## src/rtl/usb_transaction_sequencer_if.sv

```systemverilog
// rtl/usb_transaction_sequencer_if.sv - packet rx/tx and endpoint-buffer signals of the USB transaction sequencer
interface usb_transaction_sequencer_if #(
    parameter int NE = 4
) ();
    logic [6:0]    device_address;
    logic          rx_token_valid;
    logic [3:0]    rx_pid;
    logic [6:0]    rx_token_address;
    logic [3:0]    rx_token_endpoint;
    logic          rx_data_valid;
    logic          rx_data_ok;
    logic          tx_start;
    logic [3:0]    tx_pid;
    logic          tx_with_data;
    logic          tx_done;
    logic [NE-1:0] ep_in_ready;
    logic [NE-1:0] ep_out_free;
    logic [NE-1:0] ep_stall;
    logic [3:0]    current_endpoint;
    logic          setup_received;
    logic          out_received;
    logic          in_sent;

    modport master (
        input  device_address, rx_token_valid, rx_pid, rx_token_address, rx_token_endpoint,
        input  rx_data_valid, rx_data_ok, tx_done, ep_in_ready, ep_out_free, ep_stall,
        output tx_start, tx_pid, tx_with_data, current_endpoint,
        output setup_received, out_received, in_sent
    );

    modport slave (
        output device_address, rx_token_valid, rx_pid, rx_token_address, rx_token_endpoint,
        output rx_data_valid, rx_data_ok, tx_done, ep_in_ready, ep_out_free, ep_stall,
        input  tx_start, tx_pid, tx_with_data, current_endpoint,
        input  setup_received, out_received, in_sent
    );
endinterface

```

## src/rtl/usb_transaction_sequencer.sv

```systemverilog
// rtl/usb_transaction_sequencer.sv - full-speed USB device transaction engine (STALL support via USB_SEQ_STALL_EN)
module usb_transaction_sequencer #(
    parameter int NUM_ENDPOINTS  = 4,
    parameter int TIMEOUT_CYCLES = 72
) (
    input logic                     clock48,
    input logic                     reset_n,
    usb_transaction_sequencer_if.master bus
);
    localparam int EPW = (NUM_ENDPOINTS > 1) ? $clog2(NUM_ENDPOINTS) : 1;
    localparam int TW  = $clog2(TIMEOUT_CYCLES + 1);
    localparam logic [TW-1:0] T_MAX    = TW'(TIMEOUT_CYCLES);
    localparam logic [4:0]    EP_LIMIT = 5'(NUM_ENDPOINTS);

    localparam logic [3:0] PID_OUT   = 4'b0001;
    localparam logic [3:0] PID_IN    = 4'b1001;
    localparam logic [3:0] PID_SETUP = 4'b1101;
    localparam logic [3:0] PID_DATA0 = 4'b0011;
    localparam logic [3:0] PID_DATA1 = 4'b1011;
    localparam logic [3:0] PID_ACK   = 4'b0010;
    localparam logic [3:0] PID_NAK   = 4'b1010;
    localparam logic [3:0] PID_STALL = 4'b1110;

    typedef enum logic [2:0] {
        IDLE, WAIT_DATA, SEND_HANDSHAKE, SEND_DATA, WAIT_ACK, WAIT_TX
    } state_t;

    state_t                   state, state_next;
    logic [TW-1:0]            timer, timer_next;
    logic [3:0]               ep_reg, ep_next;
    logic                     is_setup, is_setup_next;
    logic [3:0]               tx_pid_reg, tx_pid_next;
    logic                     with_data, with_data_next;
    logic [NUM_ENDPOINTS-1:0] in_toggle, in_toggle_next;
    logic [NUM_ENDPOINTS-1:0] out_toggle, out_toggle_next;

    logic           resp_valid, resp_data;
    logic [3:0]     resp_pid;
    logic           tx_start_c, setup_ev, out_ev, in_ev;
    logic           token_hit, rx_is_data, tok_stall, cur_stall;
    logic [EPW-1:0] tok_idx, cur_idx;

    assign tok_idx    = bus.rx_token_endpoint[EPW-1:0];
    assign cur_idx    = ep_reg[EPW-1:0];
    assign token_hit  = bus.rx_token_valid && (bus.rx_token_address == bus.device_address)
                        && ({1'b0, bus.rx_token_endpoint} < EP_LIMIT);
    assign rx_is_data = (bus.rx_pid[2:0] == 3'b011);

`ifdef USB_SEQ_STALL_EN
    assign tok_stall = bus.ep_stall[tok_idx];
    assign cur_stall = bus.ep_stall[cur_idx];
`else
    logic unused_stall;
    assign unused_stall = ^bus.ep_stall;
    assign tok_stall    = 1'b0;
    assign cur_stall    = 1'b0;
`endif

    always_ff @(posedge clock48 or negedge reset_n) begin
        if (!reset_n) begin
            state      <= IDLE;
            timer      <= '0;
            ep_reg     <= '0;
            is_setup   <= 1'b0;
            tx_pid_reg <= '0;
            with_data  <= 1'b0;
            in_toggle  <= '0;
            out_toggle <= '0;
        end else begin
            state      <= state_next;
            timer      <= timer_next;
            ep_reg     <= ep_next;
            is_setup   <= is_setup_next;
            tx_pid_reg <= tx_pid_next;
            with_data  <= with_data_next;
            in_toggle  <= in_toggle_next;
            out_toggle <= out_toggle_next;
        end
    end

    always_comb begin
        state_next      = state;
        timer_next      = (timer == T_MAX) ? timer : timer + 1'b1;
        ep_next         = ep_reg;
        is_setup_next   = is_setup;
        tx_pid_next     = tx_pid_reg;
        with_data_next  = with_data;
        in_toggle_next  = in_toggle;
        out_toggle_next = out_toggle;
        resp_valid      = 1'b0;
        resp_pid        = PID_ACK;
        resp_data       = 1'b0;
        tx_start_c      = 1'b0;
        setup_ev        = 1'b0;
        out_ev          = 1'b0;
        in_ev           = 1'b0;
        case (state)
            IDLE, WAIT_DATA: begin
                // Any token aborts a pending OUT/SETUP and is then handled exactly as from IDLE
                if (bus.rx_token_valid) begin
                    state_next = IDLE;
                    if (token_hit && (bus.rx_pid == PID_SETUP || bus.rx_pid == PID_OUT)) begin
                        state_next    = WAIT_DATA;
                        ep_next       = bus.rx_token_endpoint;
                        is_setup_next = (bus.rx_pid == PID_SETUP);
                        timer_next    = '0;
                    end else if (token_hit && bus.rx_pid == PID_IN) begin
                        ep_next    = bus.rx_token_endpoint;
                        resp_valid = 1'b1;
                        if (tok_stall) begin
                            resp_pid = PID_STALL;
                        end else if (!bus.ep_in_ready[tok_idx]) begin
                            resp_pid = PID_NAK;
                        end else begin
                            resp_pid  = in_toggle[tok_idx] ? PID_DATA1 : PID_DATA0;
                            resp_data = 1'b1;
                        end
                    end
                end else if (state == WAIT_DATA) begin
                    if (timer == T_MAX) begin
                        state_next = IDLE;
                    end else if (bus.rx_data_valid) begin
                        state_next = IDLE;
                        if (bus.rx_data_ok && rx_is_data) begin
                            if (is_setup) begin
                                // SETUP must be accepted regardless of halt or buffer state
                                if (!bus.rx_pid[3]) begin
                                    resp_valid               = 1'b1;
                                    setup_ev                 = 1'b1;
                                    in_toggle_next[cur_idx]  = 1'b1;
                                    out_toggle_next[cur_idx] = 1'b1;
                                end
                            end else begin
                                resp_valid = 1'b1;
                                if (cur_stall) begin
                                    resp_pid = PID_STALL;
                                end else if (!bus.ep_out_free[cur_idx]) begin
                                    resp_pid = PID_NAK;
                                end else if (bus.rx_pid[3] == out_toggle[cur_idx]) begin
                                    out_ev                   = 1'b1;
                                    out_toggle_next[cur_idx] = ~out_toggle[cur_idx];
                                end
                            end
                        end
                    end
                end
            end
            SEND_HANDSHAKE, SEND_DATA: begin
                tx_start_c = 1'b1;
                state_next = WAIT_TX;
            end
            WAIT_TX: begin
                if (bus.tx_done) begin
                    state_next = with_data ? WAIT_ACK : IDLE;
                    timer_next = '0;
                end
            end
            WAIT_ACK: begin
                if (timer == T_MAX) begin
                    state_next = IDLE;
                end else if (bus.rx_data_valid) begin
                    state_next = IDLE;
                    if (bus.rx_pid == PID_ACK) begin
                        in_ev                   = 1'b1;
                        in_toggle_next[cur_idx] = ~in_toggle[cur_idx];
                    end
                end
            end
            default: state_next = IDLE;
        endcase
        if (resp_valid) begin
            tx_pid_next    = resp_pid;
            with_data_next = resp_data;
            state_next     = resp_data ? SEND_DATA : SEND_HANDSHAKE;
        end
    end

    assign bus.tx_start         = tx_start_c;
    assign bus.tx_pid           = tx_pid_reg;
    assign bus.tx_with_data     = with_data;
    assign bus.current_endpoint = ep_reg;
    assign bus.setup_received   = setup_ev;
    assign bus.out_received     = out_ev;
    assign bus.in_sent          = in_ev;
endmodule

```

## src/flat_wrapper.sv

```systemverilog
// flat-port wrapper written by rule: the top's interface ports become plain ports
module usb_transaction_sequencer_flat 
#(
    parameter int NUM_ENDPOINTS  = 4,
    parameter int TIMEOUT_CYCLES = 72
)
  (clock48, reset_n, bus_device_address, bus_rx_token_valid, bus_rx_pid, bus_rx_token_address, bus_rx_token_endpoint, bus_rx_data_valid, bus_rx_data_ok, bus_tx_done, bus_ep_in_ready, bus_ep_out_free, bus_ep_stall, bus_tx_start, bus_tx_pid, bus_tx_with_data, bus_current_endpoint, bus_setup_received, bus_out_received, bus_in_sent);
  usb_transaction_sequencer_if #(.NE((4))) bus_i ();
  input logic clock48;
  input logic reset_n;
  input wire logic [$bits(bus_i.device_address)-1:0] bus_device_address;
  input wire logic [$bits(bus_i.rx_token_valid)-1:0] bus_rx_token_valid;
  input wire logic [$bits(bus_i.rx_pid)-1:0] bus_rx_pid;
  input wire logic [$bits(bus_i.rx_token_address)-1:0] bus_rx_token_address;
  input wire logic [$bits(bus_i.rx_token_endpoint)-1:0] bus_rx_token_endpoint;
  input wire logic [$bits(bus_i.rx_data_valid)-1:0] bus_rx_data_valid;
  input wire logic [$bits(bus_i.rx_data_ok)-1:0] bus_rx_data_ok;
  input wire logic [$bits(bus_i.tx_done)-1:0] bus_tx_done;
  input wire logic [$bits(bus_i.ep_in_ready)-1:0] bus_ep_in_ready;
  input wire logic [$bits(bus_i.ep_out_free)-1:0] bus_ep_out_free;
  input wire logic [$bits(bus_i.ep_stall)-1:0] bus_ep_stall;
  output wire logic [$bits(bus_i.tx_start)-1:0] bus_tx_start;
  output wire logic [$bits(bus_i.tx_pid)-1:0] bus_tx_pid;
  output wire logic [$bits(bus_i.tx_with_data)-1:0] bus_tx_with_data;
  output wire logic [$bits(bus_i.current_endpoint)-1:0] bus_current_endpoint;
  output wire logic [$bits(bus_i.setup_received)-1:0] bus_setup_received;
  output wire logic [$bits(bus_i.out_received)-1:0] bus_out_received;
  output wire logic [$bits(bus_i.in_sent)-1:0] bus_in_sent;
  assign bus_i.device_address = bus_device_address;
  assign bus_i.rx_token_valid = bus_rx_token_valid;
  assign bus_i.rx_pid = bus_rx_pid;
  assign bus_i.rx_token_address = bus_rx_token_address;
  assign bus_i.rx_token_endpoint = bus_rx_token_endpoint;
  assign bus_i.rx_data_valid = bus_rx_data_valid;
  assign bus_i.rx_data_ok = bus_rx_data_ok;
  assign bus_i.tx_done = bus_tx_done;
  assign bus_i.ep_in_ready = bus_ep_in_ready;
  assign bus_i.ep_out_free = bus_ep_out_free;
  assign bus_i.ep_stall = bus_ep_stall;
  assign bus_tx_start = bus_i.tx_start;
  assign bus_tx_pid = bus_i.tx_pid;
  assign bus_tx_with_data = bus_i.tx_with_data;
  assign bus_current_endpoint = bus_i.current_endpoint;
  assign bus_setup_received = bus_i.setup_received;
  assign bus_out_received = bus_i.out_received;
  assign bus_in_sent = bus_i.in_sent;
  usb_transaction_sequencer #(.NUM_ENDPOINTS(NUM_ENDPOINTS), .TIMEOUT_CYCLES(TIMEOUT_CYCLES)) u_core (.clock48(clock48), .reset_n(reset_n), .bus(bus_i));
endmodule
```

## config.mk

```make
export PLATFORM = sky130hd
export DESIGN_NAME = usb_transaction_sequencer_flat
export DESIGN_NICKNAME = d
export VERILOG_FILES = /design/src/rtl/usb_transaction_sequencer_if.sv /design/src/rtl/usb_transaction_sequencer.sv /design/src/flat_wrapper.sv
export SDC_FILE = /design/constraint.sdc
export NUM_CORES = 1
export LEC_CHECK = 0
export CAP_MARGIN = 10
export CORE_UTILIZATION = 42
export DETAILED_ROUTE_END_ITERATION = 8
export GPL_ROUTABILITY_DRIVEN = 0
export PLACE_DENSITY = 0.81
export SLEW_MARGIN = 30
export SYNTH_ARGS = -nofsm -noshare
export SYNTH_HDL_FRONTEND = slang
export SYNTH_SLANG_ARGS = --single-unit
export TNS_END_PERCENT = 100
```

## constraint.sdc

```tcl
create_clock -name clock48 -period 1.94 [get_ports clock48]
set_clock_uncertainty 0.1 [all_clocks]
set_input_delay 0.388 -clock clock48 [delete_from_list [all_inputs] [get_ports clock48]]
set_output_delay 0.388 -clock clock48 [all_outputs]
set_load 0.02 [all_outputs]
```

Yosys cells after proc, flatten, opt, wreduce, memory -nomap -nowiden
Cells that the tools add are included.
- equal/unequal tests: 26
- magnitude comparators: 4
- muxes and demuxes: 94
- add/sub/neg operators: 1
- bitwise gates (word level): 6
- reductions and logical operators: 19
- operators by type and width (cell ; count):
    $mux W4 ; 28
    $mux W1 ; 44
    $mux W7 ; 4
    $mux W3 ; 7
    $ne A2 B2 Y1 const B ; 7
    $pmux W7 S2 ; 1
    $pmux W3 S4 ; 1
    $reduce_and A11 Y1 ; 1
    $bmux W1 S2 ; 5
    $eq A3 B2 Y1 const B ; 3
    $reduce_and A9 Y1 ; 1
    $bwmux W4 ; 2
    $eq A4 B4 Y1 const B ; 2
    $ne A2 B1 Y1 const B ; 4
    $or A4 B4 Y4 ; 2
    $pmux W4 S2 ; 1
    $reduce_bool A2 Y1 ; 4
    $add A7 B1 Y7 const B ; 1
    $eq A7 B7 Y1 ; 1
    $eq A7 B7 Y1 const B ; 1
    $eq A3 B3 Y1 const B ; 2
    $logic_and A1 B1 Y1 ; 6
    $lt A2 B3 Y1 const B ; 2
    $reduce_and A3 Y1 ; 2
    other kinds (14) ; 18
- bits of input ports: 40
- word-level logic and storage cells: 158
- register bits: 28

Longest topological paths before layout
Gate-level depths: netlist of run 1.
- depth in word-level cells: 13
- mapped depth: 7
- gate-level depth less buffers: 7

Least setup slack after synthesis of run 1
OpenSTA, ideal clock, no wires.
- path type: register to output
- from: reg u_core.timer[0]
- to: out bus_in_sent
- cell stages (with the launch flop): 6
- required time: 1452 ps
- path buffers: 0
- arrival time: 1800 ps
- path slack: -348 ps
- cell sequence: dfrtp_1 -> inv_1 -> ha_1 -> nor4bb_1 -> a211o_1 -> nor4b_1
- word-level cells in the longest chain between the ends: 3
- RTL lines (element ; line ; source):
    from (decl) ; usb_transaction_sequencer.sv:29 ; logic [TW-1:0] timer, timer_next;
    from (signal assigned) ; usb_transaction_sequencer.sv:71 ; timer <= timer_next;
    $eq A7 B7 Y1 ; usb_transaction_sequencer.sv:159 ; if (timer == T_MAX) begin
    $mux W1 ; usb_transaction_sequencer.sv:159 ;
    $mux W1 ; usb_transaction_sequencer.sv:97 ; case (state)
    to (decl) ; flat_wrapper.sv:28 ; output wire logic [$bits(bus_i.in_sent)-1:0] bus_in_sent;
Every way passes these cells.

Final worst setup path of run 1
- from: reg u_core.timer[1]
- to: out bus_out_received
- word-level cells in the longest chain between the ends: 5
- RTL lines (element ; line ; source):
    $eq A7 B7 Y1 ; usb_transaction_sequencer.sv:120 ; if (timer == T_MAX) begin
    $mux W1 ; usb_transaction_sequencer.sv:120 ;
    $mux W1 ; usb_transaction_sequencer.sv:119 ; end else if (state == WAIT_DATA) begin
    $mux W1 ; usb_transaction_sequencer.sv:100 ; if (bus.rx_token_valid) begin
    $mux W1 ; usb_transaction_sequencer.sv:97 ;
    to (decl) ; flat_wrapper.sv:27 ; output wire logic [$bits(bus_i.out_received)-1:0] bus_out_received;
Every way passes these cells.

==> impl_summary.txt, run 1 <==
----------------------------------------------------
[Status]
  Result of the run ... finished with violations
  Violated checks ... negative setup slack

[Synthesis]
  Top-count cell post-synth ... dfrtp_1
  Net count of the mapped netlist ... 200
  Cell types occupying the most area after synthesis ... dfrtp_1, mux4_2, xnor2_1, nor2_1, mux2_2
  Predominant post-synthesis flop cell ... dfrtp_1
  Post-Syn Area ... 0.001644 mm²
  Synthesized area per cell ... 10.41 µm²
  Leading area contributor after synthesis ... dfrtp_1
  Flop and latch count out of synthesis ... 26
  Commonest cells post-synth ... dfrtp_1, nor2_1, nand2_1
  Ys Warns ... 0
  Unique cell type count in the Yosys netlist ... 47
  Sequential cell area fraction in the yosys report ... 0.3957
  Area share of the largest cell type after synthesis ... 0.3957
  Simple-gate share of the synthesized area ... 0.2595
  Post-synthesis share of cell area spent on full adders, half adders and majority gates ... 0.01522
  Main combinational cell family by area after synthesis ... simple AND/OR/NAND/NOR gates
  Async S/R FF share, synth ... 1.000
  Share of synthesized area spent on multiplexers ... 0.1202
  Count of mapped cells out of synthesis ... 158
  Post-synth EDFFs ... 0
  Fraction of the mapped netlist area in compound gates ... 0.1050
  Xor/xnor share of the synthesized area ... 0.06925

[Detailed routing]
  Starting DRT DRC Count ... 85
  Routed wire length ... 4808 µm
  Number of design rule violations left after detail routing ... 0
  DRT antenna net count ... 0
  Number of vias per cell after detailed routing ... 5.318
  Vias after detailed routing ... 1622
  Post-DR wirelength/cell ... 15.76 µm
  Number of detailed-route iterations in the first pass ... 4

[Cells and area]
  Final design area excluding fillers ... 0.002786 mm²
  Number of antenna repair diodes ... 0
  Register with the highest flop count ... u_core.timer
  Layout net count ... 300
  Share of final-layout standard cells stronger than drive strength 1 ... 0.3852
  Largest register FFs ... 7
  Post-synthesis to final-layout area growth ... 69.48%

[STA]
  Unrepaired setup endpoints after global routing ... yes
  Fin crit share ... 1.192
  Min cycle time layout ... 2312 ps
  Min setup slack post-route ... -371.8 ps
  Hold Vio Cnt, Final ... 0
  Total setup violations reported at the end of the flow ... 14
  Final Slew Violations ... 0
  Min Hold Slack ... 378.1 ps
  Highest achievable clock rate ... 0.4326 GHz

[Floorplanning]
  Number of top-level design ports ... 53
  Area of the core ... 0.003716 mm²
  Die width ... 64.57 µm
  Number of placement rows ... 22
  Vert. Die Dim ... 64.57 µm
  Die Outline Area ... 0.004169 mm²
  Effective utilization at floorplan ... 0.4424

[Placed design]
  Placed wire-length estimate ... 3207 µm
  Placed Instance Area ... 0.002491 mm²
  Placement Setup Slack ... -763.3 ps
  Count of buffers inserted at the top-level ports ... 47

[Global routing]
  Gr usage total ... 0.2470
  Initial antenna violation count ... 0
  Pin count of the biggest net entering global routing ... 27
  Wire length of the first global-routing pass ... 7838 µm
  Remaining Overflow, GRT ... 0
  Number of global-route vias before repair ... 1696

[CTS]
  CTS tree ... yes
  Clock tree sinks ... 26
  Clock slew seen by the registers of the worst setup and hold paths ... 90 ps
  CTS HTree Levels ... 1
  Clock Path Buffers ... 2
  Worst-skew pair later-pin latency ... 270 ps
  Buffer cell driving the clock tree root ... clkbuf_8
  Hold bufs inserted after CTS ... 0
  Num CTS Buffers ... 3

[Worst setup path]
  Startpoint type of the worst setup path ... flip-flop
  Worst flop-to-flop path endpoint ... u_core.in_toggle[0]
  Worst setup path endpoint ... bus_out_received
  Crit path from ... u_core.timer[1]
  Critical-path maximum fanout ... 3
  Critical Path End Type ... output pin
  Critical path arrival ... 1820 ps
  Depth of the worst register-to-register path ... 8
  WS Path Type ... reg2out
  Reg2Reg Launch Point ... u_core.timer[1]
  Worst Path Required ... 1450 ps
  R2r setup slk ... -310 ps

[Pwr]
  Power per unit of standard cell area ... 687.3 mW/mm²
  Part of the power in registers ... 0.346
  PnR Total Power ... 0.001915 W
  Pint ... 0.001379 W
  Switching fraction of total power ... 0.2800
  Leakage power summed over all cells ... 1.250 nW
  Switching power ... 0.0005363 W
  Clock power share ... 0.237
  Maximum VDD drop ... 0.0006449 V
  Comb pwr share ... 0.418

[Job]
  Max-Cap Viols ... 0

[Hold path]
  Classification of the worst-slack hold path ... in2async

----------------------------------------------------
metal layers:
layer / part of all wire / routed length (µm) / global-route usage
met1: 0.42 / 2042 / 0.3209
met2: 0.49 / 2376 / 0.4118
met3: 0.060 / 288 / 0.03345
met4: 0.021 / 101 / 0.1028
met5: 0 / 0 / 0
placed cells by master (no fill, tap or decap), types with 3 or more instances in the layout:
cell type / n
nand3_1: 3
xnor2_1: 10
mux2_4: 6
buf_4: 44
clkbuf_8: 3
nand3b_1: 3
o21ai_0: 3
nand2_1: 12
mux4_2: 5
clkdlybuf4s50_1: 31
dfrtp_1: 25
nand2b_1: 4
nor2b_1: 6
buf_6: 13
nor2_1: 14
inv_1: 4
and2_1: 3
dlygate4sd2_1: 11
nor4_4: 5
o2bb2ai_1: 4
xor2_1: 3
kinds of logic (layout without fill, tap and decap cells):
family | count (synthesis) | in the layout
AO/OA/AOI/OAI | 23 | 23
XOR/XNOR | 13 | 13
AND/OR/NAND/NOR | 69 | 69
buffers and inverters | 12 | 111
other | 1 | 1
adder cells (fa/ha/maj) | 2 | 2
multiplexers | 12 | 12
flip-flops | 26 | 26
final cells by class:
class,instances,area [µm²]
clock inverter,1,30.03
sequential,26,651.9
timing repair buffer,101,900.9
multi-input combinational,120,1080
inverter,6,22.52
tap,48,60.06
clock buffer,3,41.29
fill,253,929.6
worst max-delay path: stages (launching register included):
cell and delay, ps:
dfrtp_1 390, inv_2 70, ha_4 150, nor4bb_4 150, a211o_1 330, nor2_2 170
o211a_1 170, buf_6 110
per-stage QoR:
stage | TNS, ps | util | cells
after CTS | -1985 | 0.7340 | 305
after global placement | -11620 | 0.6704 | 289
after global routing | -3568 | 0.7498 | 305
after detailed placement | -12070 | 0.6704 | 289
final | -2789 | 0.7498 | 305
after floorplan | -221.9 | - | 158
worst min-delay path by stage:
stage                     slack [ps]                        endpoint            startpoint  cells past startpoint
final                            380             u_core.in_toggle[3]               reset_n                      2
after detailed placement         360            u_core.bus.tx_pid[1]  u_core.bus.tx_pid[1]                      1
after floorplan                   -8  u_core.bus.current_endpoint[0]               reset_n                      0
after global placement           370            u_core.bus.tx_pid[1]  u_core.bus.tx_pid[1]                      1
after CTS                        380             u_core.in_toggle[3]               reset_n                      2
after global routing             420             u_core.in_toggle[3]               reset_n                      2
timing repair:
action | CTS | global route
endpoints found under the hold margin | 0 | 0
endpoints found under the setup margin | 27 | 28
pin swaps | 13 | 8
resized for setup | 45 | 20
setup buffers | 12 | 1
power groups by stage:
stage	Clock [W]	Sequential, W	Combinational, W
6_report	0.000454	0.000662	0.000800
5_1_grt	0.000485	0.000668	0.000850
4_1_cts	0.000456	0.000658	0.000662
3_5_place_dp	0	0.000667	0.000494
3_3_place_gp	0	0.000664	0.000479
2_1_floorplan	0	0.000686	0.000207
No activity file was read; power rests on OpenSTA's default activity.
==> run 2, diff against run 1 <==
--- a/config.mk
+++ b/config.mk
@@ -5,11 +5,11 @@
 export SDC_FILE = /design/constraint.sdc
 export NUM_CORES = 1
 export LEC_CHECK = 0
-export CAP_MARGIN = 10
 export CORE_UTILIZATION = 42
 export DETAILED_ROUTE_END_ITERATION = 8
 export GPL_ROUTABILITY_DRIVEN = 0
 export PLACE_DENSITY = 0.81
+export REMOVE_ABC_BUFFERS = 1
 export SLEW_MARGIN = 30
 export SYNTH_ARGS = -nofsm -noshare
 export SYNTH_HDL_FRONTEND = slang
==> run 2 against run 1 <==
Net effect:
- highest routed layer unchanged
- worst hold slack is essentially flat
- maximum frequency shrank 0.98%
- power shrank 20%
- the run still ends with negative setup slack left
- core utilization shrank 2.0 points
==> impl_summary.txt, run 2 (synthesized netlist as in run 1, its figures left out) <==
----------------------------------------------------
[Detailed routing]
  DRT antenna net count ... 0 (unchanged)
  Number of vias per cell after detailed routing ... 5.304 (-0.26%)
  Vias after detailed routing ... 1586 (-2.2%)
  Routed wire length ... 4822 µm (+0.29%)
  Number of detailed-route iterations in the first pass ... 4 (unchanged)
  Number of design rule violations left after detail routing ... 0 (unchanged)
  Starting DRT DRC Count ... 64 (-25%)
  Post-DR wirelength/cell ... 16.13 µm (+2.3%)

[Worst setup path]
  CP Cell Sequence ... inv_2 -> ha_4 -> nor4bb_4 -> a211o_1 -> buf_6 -> or2_4 -> nor4_4 -> mux2_4
  Critical path arrival ... 2400 ps (+580 ps)
  Reg2Reg Launch Point ... u_core.timer[1]
  Worst setup path endpoint ... u_core.in_toggle[2]
  Worst-path cell with the longest stage delay ... dfrtp_1
  WS Path Type ... reg2reg
  R2r setup slk ... -390 ps (-80 ps)
  Critical Path End Type ... flip-flop
  Critical-path maximum fanout ... 4 (+1)
  Worst Path Required ... 2000 ps (+550 ps)
  Worst path max stage delay ... 360 ps (-30 ps)
  Startpoint type of the worst setup path ... flip-flop
  Crit path from ... u_core.timer[1]
  Depth of the worst register-to-register path ... 8 (unchanged)
  Worst flop-to-flop path endpoint ... u_core.in_toggle[2]

[STA]
  Highest achievable clock rate ... 0.4283 GHz (-0.98%)
  Unrepaired setup endpoints after global routing ... yes
  Fin crit share ... 1.203 (+0.01178)
  Hold Vio Cnt, Final ... 0 (unchanged)
  Min setup slack post-route ... -394.6 ps (-22.86 ps)
  Final Slew Violations ... 0 (unchanged)
  Min cycle time layout ... 2335 ps (+22.85 ps)
  Total setup violations reported at the end of the flow ... 13 (-1)

[Floorplanning]
  Number of top-level design ports ... 53 (unchanged)
  Vert. Die Dim ... 64.57 µm (unchanged)
  Number of placement rows ... 22 (unchanged)
  Die Outline Area ... 0.004169 mm² (unchanged)
  Die width ... 64.57 µm (unchanged)
  Area of the core ... 0.003716 mm² (unchanged)
  Effective utilization at floorplan ... 0.4424 (unchanged)

[Cells and area]
  Most common cell after layout, fill and taps aside ... buf_4
  Number of antenna repair diodes ... 0 (unchanged)
  Post-synthesis to final-layout area growth ... 64.99%
  Layout net count ... 294 (-2.0%)
  Filler Cell Count ... 272 (+7.5%)
  Largest register FFs ... 7 (unchanged)
  Final Instance Count excl. Fillers ... 299 (-2.0%)
  Final design area excluding fillers ... 0.002713 mm² (-2.6%)
  Register with the highest flop count ... u_core.timer
  Leading cell types in the layout, fill and taps excluded ... buf_4, clkdlybuf4s50_1, dfrtp_1, nor2_1, nand2_1
  Share of final-layout standard cells stronger than drive strength 1 ... 0.3745 (-0.01071)

[Global routing]
  Initial antenna violation count ... 0 (unchanged)
  Gr usage total ... 0.2415 (-0.005482)
  Remaining Overflow, GRT ... 0 (unchanged)
  Pin count of the biggest net entering global routing ... 27 (unchanged)
  Number of global-route vias before repair ... 1706 (+0.59%)
  Wire length of the first global-routing pass ... 7659 µm (-2.3%)

[Pwr]
  Maximum VDD drop ... 0.0006544 V (+1.5%)
  Power per unit of standard cell area ... 568.3 mW/mm² (-17%)
  Leakage power summed over all cells ... 1.206 nW (-3.5%)
  PnR Total Power ... 0.001542 W (-20%)

[CTS]
  Num CTS Buffers ... 3 (unchanged)
  Hold bufs inserted after CTS ... 0 (unchanged)
  Buffer cell driving the clock tree root ... clkbuf_8
  CTS HTree Levels ... 1 (unchanged)
  Worst-skew pair later-pin latency ... 270 ps (about the same)
  Clock tree sinks ... 26 (unchanged)
  CTS tree ... yes
  Clock slew seen by the registers of the worst setup and hold paths ... 90 ps (about the same)
  Clock Path Buffers ... 2 (unchanged)

[Status]
  Violated checks ... negative setup slack
  Result of the run ... finished with violations

[Placed design]
  Placed wire-length estimate ... 3299 µm (+2.9%)
  Placed Instance Area ... 0.002466 mm² (-1.0%)
  Count of buffers inserted at the top-level ports ... 47 (unchanged)
  Inst Count DP ... 290 (+0.35%)

[Hold path]
  Classification of the worst-slack hold path ... in2async

[Job]
  Max-Cap Viols ... 0 (unchanged)

----------------------------------------------------
## run 2: cell count changes in the layout (fill, tap and decap cells not counted), sizes merged
cell / before / now
bufinv: 1 / 0
clkdlybuf4s15: 0 / 1
dlymetal6s2s: 1 / 0
clkdlybuf4s50: 31 / 33
dlygate4sd2: 11 / 10
buf: 57 / 51
## run 2: layout make-up
type / count / area, µm² / area share
sequential: 26 / 650.6 / 0.2399
tap: 48 / 60.06 / 0.02214
clock buffer: 4 / 55.05 / 0.02030
inverter: 6 / 22.52 / 0.008303
timing repair buffer: 95 / 847.1 / 0.3123
multi-input combinational: 120 / 1077 / 0.3971
## run 2: layer usage
layer / vias to the layer above / share of wire / global-route usage
met5: - / 0 / 0
met4: 0 / 0.021 / 0.1000
met3: 11 / 0.052 / 0.05634
met2: 58 / 0.50 / 0.4303
met1: 767 / 0.42 / 0.2754
li1: 750 / - / -
## run 2: worst min-delay path by stage
| stage | depth (start not counted) | end |
|---|---|---|
| 2_1_floorplan | 0 | u_core.bus.current_endpoint[0] |
| 3_3_place_gp | 1 | u_core.bus.tx_pid[1] |
| 3_5_place_dp | 1 | u_core.bus.tx_pid[1] |
| 4_1_cts | 2 | u_core.is_setup |
| 5_1_grt | 2 | u_core.is_setup |
| 6_report | 2 | u_core.is_setup |
## run 2: where the power goes
part / switching [W] / internal [W]
registers: 0.0000491 / 0.000610
logic: 0.000226 / 0.000309
clock network: 0.000166 / 0.000181
## run 2: timing repair
action	4_1_cts	5_1_grt
resized for setup	55	11
pin swaps	17	4
setup buffers	4	2
setup endpoints to repair	32	27
hold endpoints to repair	0	0
## run 2: stage by stage
step / hold WS, ps / utilization / setup TNS, ps / setup WS [ps]
final: 378.0 / 0.7300 / -2401 / -394.6
after global routing: 397.5 / 0.7300 / -3675 / -445.8
after CTS: 390.5 / 0.7152 / -2373 / -370.5
after detailed placement: 357.0 / 0.6636 / -11730 / -802.9
after global placement: 362.9 / 0.6636 / -11380 / -791.0
after floorplan: -7.591 / - / -1426 / -348.3
## run 2: critical path, delay by kind of cell (launching register included)
family          cells  cell delay [ps]
simple gates        3              770
compound gates      1              320
flops               1              360
fa+ha+maj           1              140
mux                 1              330
buf+inv             2              200
